## config.mk

```make
export PLATFORM = sky130hd
export DESIGN_NAME = ipm_var_delay_line_v2_0
export DESIGN_NICKNAME = d
export VERILOG_FILES = /design/src/rtl/ipm_var_delay_line_v2_0.sv
export SDC_FILE = /design/constraint.sdc
export NUM_CORES = 1
export LEC_CHECK = 0
export CORE_MARGIN = 1.5
export CORE_UTILIZATION = 60
export CTS_BUF_LIST = sky130_fd_sc_hd__clkbuf_16
export CTS_CLUSTER_SIZE = 25
export DETAILED_ROUTE_END_ITERATION = 8
export PLACE_DENSITY = 0.76
export SYNTH_ARGS = -nofsm -noshare
export SYNTH_HDL_FRONTEND = slang
export SYNTH_SLANG_ARGS = --single-unit
```

## constraint.sdc

```tcl
create_clock -name i_clk -period 2.55 [get_ports i_clk]
set_input_delay 0.255 -clock i_clk [delete_from_list [all_inputs] [get_ports i_clk]]
set_output_delay 0.255 -clock i_clk [all_outputs]
set_load 0.05 [all_outputs]
```

## src/rtl/ipm_var_delay_line_v2_0.sv

```systemverilog
// Variable-depth delay line: MAX_DEPTH register stages per lane, output tapped at the
// active depth. Config loads flush the line; a small FILL/PRIMED FSM reports when it is full.
module ipm_var_delay_line_v2_0 #(
    parameter int DATA_WIDTH    = 8,
    parameter int CHANNELS      = 1,
    parameter int MAX_DEPTH     = 16,
    parameter int DEFAULT_DEPTH = 1,
    localparam int DW           = $clog2(MAX_DEPTH + 1),
    localparam int W            = CHANNELS * DATA_WIDTH
) (
    input  logic          i_clk,
    input  logic          i_rst_n,
    input  logic          i_aclken,
    input  logic          i_valid,
    input  logic [W-1:0]  i_data,
    input  logic          i_cfg_vld,
    input  logic [DW-1:0] i_cfg_depth,
    output logic          o_valid,
    output logic [W-1:0]  o_data,
    output logic [DW-1:0] o_depth,
    output logic          o_primed,
    output logic          o_cfg_err
);

    typedef enum logic {
        ST_FILL   = 1'b0,
        ST_PRIMED = 1'b1
    } state_t;

    localparam logic [DW-1:0] MAX_D = DW'(MAX_DEPTH);
    localparam logic [DW-1:0] DEF_D = DW'(DEFAULT_DEPTH);

    logic [MAX_DEPTH-1:0] vld_q, vld_d;
    logic [W-1:0]         data_q [MAX_DEPTH];
    logic [W-1:0]         data_d [MAX_DEPTH];
    logic [DW-1:0]        depth_q, depth_d;
    logic [DW-1:0]        fill_q, fill_d;
    state_t               state_q, state_d;
    logic                 cfg_err_q, cfg_err_d;

    logic                 cfg_legal;
    logic                 cfg_bad;
    logic [DW-1:0]        tap_sel;

    assign cfg_legal = i_cfg_vld && (i_cfg_depth != '0) && (i_cfg_depth <= MAX_D);
    assign cfg_bad   = i_cfg_vld && !cfg_legal;

    always_comb begin
        vld_d     = vld_q;
        data_d    = data_q;
        depth_d   = depth_q;
        fill_d    = fill_q;
        state_d   = state_q;
        cfg_err_d = cfg_bad;

        if (i_aclken) begin
            vld_d[0]  = i_valid;
            data_d[0] = i_data;
            for (int i = 1; i < MAX_DEPTH; i++) begin
                vld_d[i]  = vld_q[i-1];
                data_d[i] = data_q[i-1];
            end
            if (fill_q < depth_q) begin
                fill_d = fill_q + DW'(1);
            end
            if ((state_q == ST_FILL) && (fill_d == depth_q)) begin
                state_d = ST_PRIMED;
            end
        end

        // A legal load is a flush; a sample arriving on the same enabled cycle is kept.
        if (cfg_legal) begin
            depth_d = i_cfg_depth;
            fill_d  = '0;
            state_d = ST_FILL;
            vld_d   = '0;
            if (i_aclken) begin
                vld_d[0] = i_valid;
            end
        end
    end

    always_ff @(posedge i_clk) begin
        if (!i_rst_n) begin
            vld_q     <= '0;
            depth_q   <= DEF_D;
            fill_q    <= '0;
            state_q   <= ST_FILL;
            cfg_err_q <= 1'b0;
        end else begin
            vld_q     <= vld_d;
            depth_q   <= depth_d;
            fill_q    <= fill_d;
            state_q   <= state_d;
            cfg_err_q <= cfg_err_d;
        end
    end

    // Payload bits carry no reset; only the valid bits qualify them.
    always_ff @(posedge i_clk) begin
        data_q <= data_d;
    end

    assign tap_sel = depth_q - DW'(1);

    always_comb begin
        o_valid = 1'b0;
        o_data  = '0;
        for (int i = 0; i < MAX_DEPTH; i++) begin
            if (tap_sel == DW'(i)) begin
                o_valid = vld_q[i];
                o_data  = data_q[i];
            end
        end
    end

    assign o_depth   = depth_q;
    assign o_primed  = (state_q == ST_PRIMED);
    assign o_cfg_err = cfg_err_q;

endmodule

```

==> run metrics, run 1 <==
run status=finished with violations; violated checks=setup timing; Min Hold Slack=0.281 ns; Final Core Density=78.5%; Core ar.=0.0110 mm²; Post-synth EDFFs=128; die area=0.0122 mm²; cell row count=38; diode count=0; clock skew=0.00405 ns; Peak supply drop=0.678 mV; top cells by area, synth=edfxtp_1, dfxtp_1, nor2_1, mux2i_1, a21oi_1; Reg clk slew, reported paths=0.06 ns; count leader, synth=edfxtp_1; area share of the largest cell type after synthesis=55.7%; antenna-violating nets left=0; Critical Path Start Type=register; hold_sp=i_aclken; Max Freq=0.377 GHz; Inserted Clock Buffers=17; Syn-to-layout area delta=25.5%; Unique masters post-synth=72; worst path required time=2.30 ns; Hold WC Path Type=in2reg; initial antenna violation count=0; Initial Util=62.6%; Flop pwr share=48.6%; Global Route Usage Sum=27.6%; RSZ-0062 raised after global routing=true; met2 WL=7920 µm; sequential cell area=0.00442 mm²; clock network fraction of total power=37.9%; max-capacitance violation count=0; H-Tree Depth=4; Remaining DRCs=0; Wirelength per Cell=20.6 µm; initial DRC count=580; delay-heaviest family, CP=compound AO/OA/AOI/OAI gates; io pins=34; Initial DRT Pass Iterations=8; Final Wtd Congestion=0.956; post-DP HPWL=10,200 µm; first-pass GRT wire length=24,600 µm; ys async rst share=0%; cell-internal power=0.00466 W; chip height=110 µm; WL met1=6500 µm; worst r2r src=o_depth[3]; Root Driver=clkbuf_16; top sig layer=met4; placed cell area=0.00767 mm²; relative slew slack=66.5%; area of the multi-input gates=0.00258 mm²; Comb pwr share=13.5%; net switching fraction of the power=24.3%; crit share post-route=104%; Post-Layout Inst Area=0.00866 mm²; Filler Cell Count=605; final hold vios=0; CP peak stage delay=0.39 ns; Post-Syn Nets=566; Tightest Pin Transition=0.501 ns; NetSw=0.00150 W; Tmin final=2.65 ns; total congestion overflow=0; Leak Pwr=3.17 nW; largest net degree at the start of global routing=51; Ys Warns=0; ys flop type=edfxtp_1; cell area after synthesis=0.00690 mm²; Detailed Route WL=15,900 µm; Final Worst Setup Slack=-0.100 ns; CP cell instances=buf_6, inv_1, nor3_1, o21ai_0, a221oi_2, o21ai_2, a21oi_4, buf_12; final net count=646; CTS tree=built; Seq/Total Area, Yosys=63.8%; critical path endpoint category=primary output; crit path max fanout=6; Max Slew Vio Count=0; worst skew pair latency=0.42 ns; share of cells above drive strength 1=26.5%; maximum clock path buffer count=2; vias in the first global route=4,695; met3 WL post-DR=1050 µm; detailed-route via count=4,917; vias per cell=6.36; kind of critical path=reg2out; die width=110 µm; crit path launch=o_depth[2]; Buffers on Ports=33; synth cell count leaders=edfxtp_1, nor2_1, a21oi_1, dfxtp_1, nand2_1; Cells after Synth=543; critical path arrival=2.40 ns; Syn Area/Cell=12.7 µm²; Final setup viols=8; Bufs and invs on worst path=3; Power Dens Cells=712 mW/mm²; Slowest-stage cell, CP=dfxtp_4; cell type with the largest total area after synthesis=edfxtp_1; number of synthesized register bits=156; clk sinks=156
through the flow:
stage | cells | setup slack, ns | TNS [ns] | total power (W)
3_5_place_dp | 727 | 0.104 | 0 | 0.00378
4_1_cts | 768 | -0.0776 | -0.266 | 0.00613
3_3_place_gp | 727 | 0.176 | 0 | 0.00375
6_report | 773 | -0.100 | -0.342 | 0.00616
5_1_grt | 773 | -0.144 | -0.949 | 0.00634
2_1_floorplan | 543 | 0.0310 | 0 | 0.00346
power by group through the flow:
stage | clock, W | sequential [W] | combinational [W]
3_5_place_dp | 0 | 0.00304 | 0.000736
6_report | 0.00234 | 0.00299 | 0.000831
2_1_floorplan | 0 | 0.00303 | 0.000423
5_1_grt | 0.00246 | 0.00301 | 0.000874
4_1_cts | 0.00235 | 0.00299 | 0.000798
3_3_place_gp | 0 | 0.00303 | 0.000720
state kept, by name (all words and copies together), names as in the netlist:
signal / cells
o_depth: 5
vld_q: 16
data_q: 128
fill_q: 5
o_cfg_err: 1
o_primed: 1
final timing paths:
path,endpoint,slack (ns),cells after the start
setup / recovery,o_data[7],-0.10,8
hold / removal,data_q[120],0.28,1
setup reg to reg,o_primed,0.31,8
hold reg to reg,data_q[98],0.44,0
cell families after synthesis:
logic type / Yosys count / share of synthesized area, %
buffers and inverters: 40 / 2.74
DFF: 156 / 63.8
AOI/OAI and AO/OA: 147 / 15.1
xor gates and xnor gates: 10 / 1.27
muxes: 26 / 3.92
adders and majority gates: 5 / 0.907
and+or+nand+nor: 159 / 12.2
per-layer routing:
layer	global-route usage, %	vias up
li1	-	2253
met2	44.9	241
met1	35.6	2383
met3	6.82	40
met5	0	-
met4	11.2	0
cells in the final DEF (no fill, tap or decap), types with 5 or more instances in the layout:
cell,instances
a21o_1,5
clkdlybuf4s50_1,21
or2_2,7
nand3_1,10
edfxtp_1,128
dfxtp_1,23
xnor2_1,5
inv_1,13
o21ai_2,6
nand2_1,24
a21oi_2,7
xor2_1,5
mux2i_1,21
o22ai_2,9
nor3_1,7
buf_12,8
ha_1,5
o21ai_0,17
buf_4,44
o22ai_1,11
clkbuf_16,17
buf_6,13
nor2_1,56
o21ai_1,5
nor2b_1,11
a22o_1,7
clkinv_1,6
a211oi_1,7
a21oi_1,19
nand2b_1,8
layout make-up:
type	count	area share, %
timing repair buffer	88	10.3
multi-input combinational	347	29.8
clock buffer	17	4.91
tap	140	2.02
clock inverter	12	1.26
inverter	13	0.578
sequential	156	51.1
what timing repair did:
item                                    CTS  global route
endpoints found under the hold margin     0             0
cloned                                    1             0
hold buffers                              0             0
gates resized for setup                  52            28
pin swaps                                23            16
buffers inserted                         11             5
endpoints found under the setup margin    9             9
No activity file was read; power rests on OpenSTA's default activity.
==> run 2: changes to the inputs <==
GPL_TIMING_DRIVEN = 0   (was unset)
==> run metrics, run 2 (synthesis gave the netlist of run 1 again) <==
antenna-violating nets left=0; max-capacitance violation count=0; worst path required time=2.30 ns; maximum clock path buffer count=2; detailed-route via count=5,110; Inserted Clock Buffers=17; Initial Util=62.6%; die width=110 µm; Reg clk slew, reported paths=0.06 ns; final hold vios=0; run status=finished with violations; Max Slew Vio Count=0; vias in the first global route=5,018; Power Dens Cells=720 mW/mm²; chip height=110 µm; violated checks=setup timing; critical path endpoint category=primary output; Largest register FFs=128; kind of critical path=reg2out; Global Route Usage Sum=29.4%; Root Driver=clkbuf_16; CTS tree=built; Leak Pwr=3.12 nW; Final Worst Setup Slack=-0.189 ns; Min Hold Slack=0.251 ns; share of cells above drive strength 1=28.0%; commonest non-fill, non-tap cell in the layout=edfxtp_1; crit share post-route=107%; Design Power=0.00628 W; initial antenna violation count=0; diode count=0; Remaining DRCs=0; Buffers on Ports=33; Largest Register=data_q; die area=0.0122 mm²; relative slew slack=53.5%; cell row count=38; Hold WC Path Type=in2reg; final net count=645; post-DP HPWL=10,600 µm; Tmin final=2.74 ns; initial DRC count=757; Critical Path Start Type=register; crit path max fanout=5; top flop regs=data_q: 128 flops, vld_q: 16 flops; vias per cell=6.59; worst skew pair latency=0.43 ns; io pins=34; clk sinks=156; commonest non-fill, non-tap cells in the layout=edfxtp_1, nor2_1, dfxtp_1, clkdlybuf4s50_1; RSZ-0062 raised after global routing=true; top sig layer=met4; WL met1=7080 µm; total congestion overflow=0; clock skew=0.00726 ns; critical path arrival=2.48 ns; Final setup viols=9; Final Core Density=79.1%; first-pass GRT wire length=26,100 µm; Detailed Route WL=17,400 µm; Tightest Pin Transition=0.698 ns; Peak supply drop=0.701 mV; Max Freq=0.365 GHz; met3 WL post-DR=1320 µm; Initial DRT Pass Iterations=5; Core ar.=0.0110 mm²; met2 WL=8590 µm; largest net degree at the start of global routing=92; Final Wtd Congestion=0.870; Wirelength per Cell=22.5 µm; H-Tree Depth=4; Syn-to-layout area delta=26.4%
==> run 2: power by group <==
part	leakage (nW)	switching, W	internal [W]
sequential	1.48	0.0000818	0.00291
clock	0.270	0.00103	0.00143
combinational	1.37	0.000497	0.000333
==> run 2: what timing repair did <==
| action | 4_1_cts | 5_1_grt |
|---|---|---|
| endpoints found under the setup margin | 10 | 11 |
| hold buffers | 0 | 0 |
| resized for setup | 135 | 48 |
| setup buffers | 21 | 5 |
| pin swaps | 24 | 27 |
| hold endpoints to repair | 0 | 0 |
| gates cloned | 0 | 1 |
==> run 2: path summary, 6_finish.rpt <==
check / slack (ns) / startpoint / end / depth (start not counted)
hold / removal: 0.25 / i_aclken / data_q[120] / 1
setup reg to reg: 0.03 / o_depth[4] / o_primed / 9
hold reg to reg: 0.44 / data_q[106] / data_q[98] / 0
setup / recovery: -0.19 / o_depth[4] / o_data[7] / 9
==> run 2: per-layer routing <==
layer  track usage [%]  up-vias
met1              36.9     2488
met4              13.6        0
met2              48.3      316
li1                  -     2258
met3              7.29       48
met5                 0        -
==> run 2: through the flow <==
stage	worst slack [ns]	instance area, µm²	TNS [ns]	cells
after global routing	-0.270	8720	-2.07	775
after detailed placement	-0.653	7480	-5.57	717
after CTS	-0.200	8470	-1.12	769
after global placement	-3.41	7450	-420.46	716
after floorplan	0.0310	6940	0	543
final	-0.189	8720	-1.35	775
==> run 2: final cells by class <==
cell class              instances  area (µm²)
flip-flops and latches        156        4420
multi-input cells             347        2620
fillers                       631        2310
repair buffers                 61         623
clock buffers                  17         425
plain buffers                  26         251
well taps                     140         175
clock inverters                15         150
inverters                      13        51.3
==> run 2: worst max-delay path, stage by stage (launching register included) <==
cell      delay, ns
dfxtp_4        0.37
buf_12         0.13
nor4b_4        0.29
buf_6          0.17
nand3_2        0.07
a22o_1         0.26
a221oi_2       0.31
o21ai_2        0.14
a21oi_4        0.15
buf_6          0.17
